==> src/rtl/l15_req_master.sv <==
`timescale 1ns/1ps
// Single-outstanding L1.5 transducer request master: one core load/store at a time,
// every L1.5 return acked, watchdog abandons requests that never get their return.
module l15_req_master #(
  parameter int TIMEOUT_CYCLES = 4096
) (
  input  logic        clk,
  input  logic        rst,
  input  logic        req_val,
  output logic        req_rdy,
  input  logic        req_we,
  input  logic        req_nc,
  input  logic [2:0]  req_size,
  input  logic [39:0] req_addr,
  input  logic [63:0] req_wdata,
  output logic        resp_val,
  input  logic        resp_rdy,
  output logic [63:0] resp_rdata,
  output logic [1:0]  resp_err,
  output logic        resp_timeout,
  output logic        transducer_l15_val,
  output logic [4:0]  transducer_l15_rqtype,
  output logic        transducer_l15_nc,
  output logic [2:0]  transducer_l15_size,
  output logic [39:0] transducer_l15_address,
  output logic [63:0] transducer_l15_data,
  output logic [63:0] transducer_l15_data_next_entry,
  output logic [0:0]  transducer_l15_threadid,
  output logic [3:0]  transducer_l15_amo_op,
  output logic        transducer_l15_prefetch,
  output logic        transducer_l15_invalidate_cacheline,
  output logic        transducer_l15_blockstore,
  output logic        transducer_l15_blockinitstore,
  output logic [1:0]  transducer_l15_l1rplway,
  output logic [32:0] transducer_l15_csm_data,
  input  logic        l15_transducer_ack,
  input  logic        l15_transducer_header_ack,
  input  logic        l15_transducer_val,
  input  logic [3:0]  l15_transducer_returntype,
  input  logic [1:0]  l15_transducer_error,
  input  logic [63:0] l15_transducer_data_0,
  input  logic [63:0] l15_transducer_data_1,
  output logic        transducer_l15_req_ack
);

  localparam int CW = $clog2(TIMEOUT_CYCLES + 1);

  typedef enum logic [1:0] {IDLE, REQ, WAIT, RESP} state_t;

  state_t        state;
  logic [CW-1:0] wdog;
  logic [CW-1:0] wdog_next;
  logic          expired;
  logic          is_store;
  logic          ret_match;

  assign transducer_l15_data_next_entry      = '0;
  assign transducer_l15_threadid             = '0;
  assign transducer_l15_amo_op               = '0;
  assign transducer_l15_prefetch             = 1'b0;
  assign transducer_l15_invalidate_cacheline = 1'b0;
  assign transducer_l15_blockstore           = 1'b0;
  assign transducer_l15_blockinitstore       = 1'b0;
  assign transducer_l15_l1rplway             = '0;
  assign transducer_l15_csm_data             = '0;

  // Every return is acked the cycle it appears, whether or not it is consumed.
  assign transducer_l15_req_ack = l15_transducer_val;

  assign is_store  = transducer_l15_rqtype[0];
  assign wdog_next = wdog + 1'b1;
  assign expired   = (wdog_next == CW'(TIMEOUT_CYCLES));
  assign ret_match = l15_transducer_val &&
                     (l15_transducer_returntype == (is_store ? 4'b0100 : 4'b0000));

  always_ff @(posedge clk) begin
    if (rst) begin
      state                  <= IDLE;
      wdog                   <= '0;
      req_rdy                <= 1'b1;
      resp_val               <= 1'b0;
      resp_rdata             <= '0;
      resp_err               <= '0;
      resp_timeout           <= 1'b0;
      transducer_l15_val     <= 1'b0;
      transducer_l15_rqtype  <= '0;
      transducer_l15_nc      <= 1'b0;
      transducer_l15_size    <= '0;
      transducer_l15_address <= '0;
      transducer_l15_data    <= '0;
    end else begin
      case (state)
        IDLE: begin
          if (req_val) begin
            transducer_l15_rqtype  <= {4'b0000, req_we};
            transducer_l15_nc      <= req_nc;
            transducer_l15_size    <= req_size;
            transducer_l15_address <= req_addr;
            transducer_l15_data    <= req_wdata;
            transducer_l15_val     <= 1'b1;
            req_rdy                <= 1'b0;
            wdog                   <= '0;
            state                  <= REQ;
          end
        end
        REQ: begin
          wdog <= wdog_next;
          if (expired) begin
            transducer_l15_val <= 1'b0;
            resp_val           <= 1'b1;
            resp_timeout       <= 1'b1;
            resp_rdata         <= '0;
            resp_err           <= '0;
            state              <= RESP;
          end else if (l15_transducer_ack) begin
            transducer_l15_val <= 1'b0;
            state              <= WAIT;
          end
        end
        WAIT: begin
          wdog <= wdog_next;
          // A matching return on the expiry cycle still wins over the watchdog.
          if (ret_match) begin
            resp_val     <= 1'b1;
            resp_timeout <= 1'b0;
            resp_err     <= l15_transducer_error;
            if (is_store)
              resp_rdata <= '0;
            else
              resp_rdata <= transducer_l15_address[3] ? l15_transducer_data_1
                                                      : l15_transducer_data_0;
            state <= RESP;
          end else if (expired) begin
            resp_val     <= 1'b1;
            resp_timeout <= 1'b1;
            resp_rdata   <= '0;
            resp_err     <= '0;
            state        <= RESP;
          end
        end
        RESP: begin
          if (resp_rdy) begin
            resp_val     <= 1'b0;
            resp_timeout <= 1'b0;
            resp_rdata   <= '0;
            resp_err     <= '0;
            req_rdy      <= 1'b1;
            state        <= IDLE;
          end
        end
        default: state <= IDLE;
      endcase
    end
  end

endmodule

==> config.mk <==
export PLATFORM = sky130hd
export DESIGN_NAME = l15_req_master
export DESIGN_NICKNAME = d
export VERILOG_FILES = /design/src/rtl/l15_req_master.sv
export SDC_FILE = /design/constraint.sdc
export NUM_CORES = 1
export LEC_CHECK = 0
export ABC_CLOCK_PERIOD_IN_PS = 2600
export CAP_MARGIN = 20
export CORE_AREA = 5 5 206 208
export DETAILED_ROUTE_END_ITERATION = 6
export DIE_AREA = 0 0 211 213
export PLACE_DENSITY = 0.61
export SYNTH_ARGS = -nofsm -noshare
export SYNTH_HDL_FRONTEND = slang
export SYNTH_SLANG_ARGS = --single-unit
export TNS_END_PERCENT = 100
==> constraint.sdc <==
create_clock -name clk -period 2.6 [get_ports clk]
set_input_delay 0.26 -clock clk [delete_from_list [all_inputs] [get_ports clk]]
set_output_delay 0.26 -clock clk [all_outputs]
set_load 0.005 [all_outputs]
==> impl_metrics.yaml <==
floorplanning:
  num_io_pins: 542
  fp.dieH_um: 213
  start_util_pct: 24.0
  core-area_um2: 40400
  die_width_um: 211
  die_area_um2: 44900
  std_cell_rows: 74
clock_tree:
  clk_latency_ps: 460
  numClockSinks: 194
  post_cts_buffers: 0
  clk_transition_reported_paths_ps: 80
  cts_tree: "done"
  cts_root_buf: "sky130_fd_sc_hd__clkbuf_16"
  number_of_h_tree_levels: 4
  cts_buffers: 17
  cts_hold_buf: 0
  cts_resized: 0
  cts-root-to-sink-buffers: 2
synthesis:
  synth_sequential_area_ratio_pct: 40.1
  ys_types: 52
  synth_cells: 1278
  ys_warn_count: 0
  netlist_area_um2: 9690
  synth.area.top_cells: "sky130_fd_sc_hd__dfxtp_1 40%, sky130_fd_sc_hd__nand2_1 13%, sky130_fd_sc_hd__a21oi_1 12%, sky130_fd_sc_hd__buf_4 8.9%, sky130_fd_sc_hd__mux2_2 7.6%"
  synthesis.area_per_instance_um2: 7.58
  ys_ff_latch: 194
  synth_top_area_share_pct: 40.1
  synth_top_area_cell: "sky130_fd_sc_hd__dfxtp_1"
grt:
  grt_pass1_vias: 9269
  globalRouteOverflowTotal: 0
  grt_first_pass_wirelength_um: 52300
  grt_antenna_before_repair: 3
  grt_max_degree: 111
  grt_use_total_pct: 14.7
critical_path:
  critPathMaxFanout: 18
  critical_path.startpoint_type: "flop"
  crit_path_end_kind: "flop"
  worstRegToRegCells: 9
  crit_type: "reg2reg"
  timing.critical_path.arrival_ps: 2650
  cp_cell_sequence: "ha_1, nand3_2, or2_2, o31ai_1, and4bb_2, a21oi_4, buf_12, o21ai_0, a21oi_1"
  worst_path_max_delay_cell: "sky130_fd_sc_hd__dfxtp_1"
  max_stage_delay_ps: 350
  cp.required_ps: 2910
pwr:
  max-vdd-ir-drop_mv: 0.470
  power_leakage_nw: 5.19
  power.density_cell_area_nw_per_um2: 684
sta:
  fin_crit_sh_pct: 89.7
  grt_setup_unrepaired: "false"
  final_period_minus_worst_setup_slack_ps: 2330
  tightest_slew_ps: 674
  whs_ps: 265
  timing.final.setup_violations: 0
  finalSetupTns_ps: 0
  final_max_slew_viol_count: 0
  max_freq_mhz: 429
  finalHoldViolations: 0
  clock_tree_skew_after_final_layout_ps: 15.0
  slew_headroom_pct: 55.1
finish:
  layout-area-overhead-vs-synth_pct: 52.1
  finalNetCount: 1909
  regArea_um2: 3890
  post_route_cells_drive_above_1_share_pct: 8.46
  antenna_cells: 0
  fillerInstances: 4190
  multi_input_comb_area_um2: 4990
route:
  route.detailed.vias_per_inst: 4.46
  wire_per_inst_um: 16.4
  wl_um: 36000
  drt_drc_violations_left: 0
  drt-pass1-iter-count: 4
  routed-via-count: 9818
  first_iter_violations: 352
  antenna_left: 0
worst_hold_path:
  timing.hold.worst_path_depth: 2
  worst_hold_path_type: "in2reg"
placement:
  place_hpwl_um: 27200
  place.gp.congestion: 0.766
  io_buffer_count: 428
outcome:
  outcome: "completed"
run:
  drv.max_cap_violation_count: 0
-- cell families (layout without fill, tap and decap cells) --
family | Yosys count | in the layout | share of synthesized area [%]
other cells | 1 | 112 | 0.0387
simple gates | 505 | 505 | 22.1
buf+inv | 215 | 493 | 13.0
mux | 68 | 68 | 7.87
compound gates | 287 | 287 | 16.0
xor+xnor | 3 | 3 | 0.271
flops | 194 | 194 | 40.1
fa+ha+maj | 5 | 5 | 0.646
-- routing by layer --
layer | up-vias | part of all wire [%] | GRT usage (%)
met4 | 6 | 1.7 | 4.47
li1 | 4829 | - | -
met1 | 4569 | 39 | 16.6
met5 | - | 0.12 | 0
met2 | 380 | 48 | 24.8
met3 | 34 | 11 | 6.96
-- cell usage in the layout, fill, tap and decap left out, drive strengths merged, types with 6 or more instances in the layout --
master	Yosys	routed
a21oi	232	232
a22oi	7	7
buf	125	28
clkbuf	84	20
clkdlybuf4s50	0	427
conb	1	112
dfxtp	194	194
inv	6	13
mux2	65	65
nand2	348	348
nand2b	6	6
nand3	57	57
nand4	6	6
nor2	22	22
nor3	53	53
o21ai	24	24
-- cell usage after synthesis, drive strengths merged --
cell type / instances
o31a: 1
a32oi: 3
nor3: 53
clkbuf: 84
or2: 2
nand2: 348
nand3b: 1
mux2: 65
a311oi: 1
a31oi: 4
o21a: 1
nand3: 57
xnor2: 2
nor2: 22
nor2b: 2
o31ai: 1
dfxtp: 194
a311o: 1
o221ai: 1
nand2b: 6
buf: 125
and2: 1
a211o: 1
a21oi: 232
xor2: 1
and4bb: 1
ha: 5
o21ai: 24
o22a: 1
nor4b: 1
nand4: 6
a41o: 1
a21o: 5
a22oi: 7
nor4: 3
conb: 1
inv: 6
mux2i: 3
a211oi: 2
or3: 2
o21bai: 1
-- registers in the layout, indices dropped and copies added, names as in the netlist --
name	count
req_rdy	1
resp_err	2
resp_rdata	64
resp_timeout	1
resp_val	1
state	2
transducer_l15_address	40
transducer_l15_data	64
transducer_l15_nc	1
transducer_l15_rqtype	1
transducer_l15_size	3
transducer_l15_val	1
wdog	13
-- worst max-delay path, delay by kind of cell (launching register included) --
family | cells | cell delay, ps
buffers and inverters | 1 | 150
and+or+nand+nor | 3 | 840
DFF | 1 | 350
AOI/OAI and AO/OA | 4 | 580
adders and majority gates | 1 | 250
-- final cells by class --
class                      instances  share of cell area [%]
tap                              532                    4.52
clock buffer                      20                    3.03
clock inverter                    12                   0.781
timing repair buffer             455                    31.2
multi-input combinational        980                    33.9
inverter                           6                   0.153
sequential                       194                    26.4
-- metrics by stage --
stage | instance area (µm²) | util (%) | instances | power, mW | setup WS (ps)
after floorplan | 10100 | - | 1389 | 5.70 | 368
after CTS | 14700 | 36.4 | 2198 | 10.2 | 135
after detailed placement | 14200 | 35.1 | 2166 | 7.57 | 172
final | 14700 | 36.5 | 2199 | 10.1 | 267
after global placement | 14200 | 35.1 | 2166 | 7.53 | 198
after global routing | 14700 | 36.5 | 2199 | 10.7 | 28.7
-- worst paths after layout --
| kind | from | slack [ps] | endpoint |
|---|---|---|---|
| max | wdog[1] | 270 | resp_rdata[6] |
| min | rst | 260 | wdog[10] |
| max reg2reg | wdog[1] | 270 | resp_rdata[6] |
| min reg2reg | transducer_l15_data[58] | 460 | transducer_l15_data[58] |
-- where the power goes --
group          switching (mW)  internal (mW)  total [mW]  leakage, nW
clock                    1.32           1.29        2.61        0.275
sequential              0.235           3.35        3.58         1.58
combinational            2.17           1.71        3.88         3.34
Note: power is estimated with default switching activity, not from simulation.
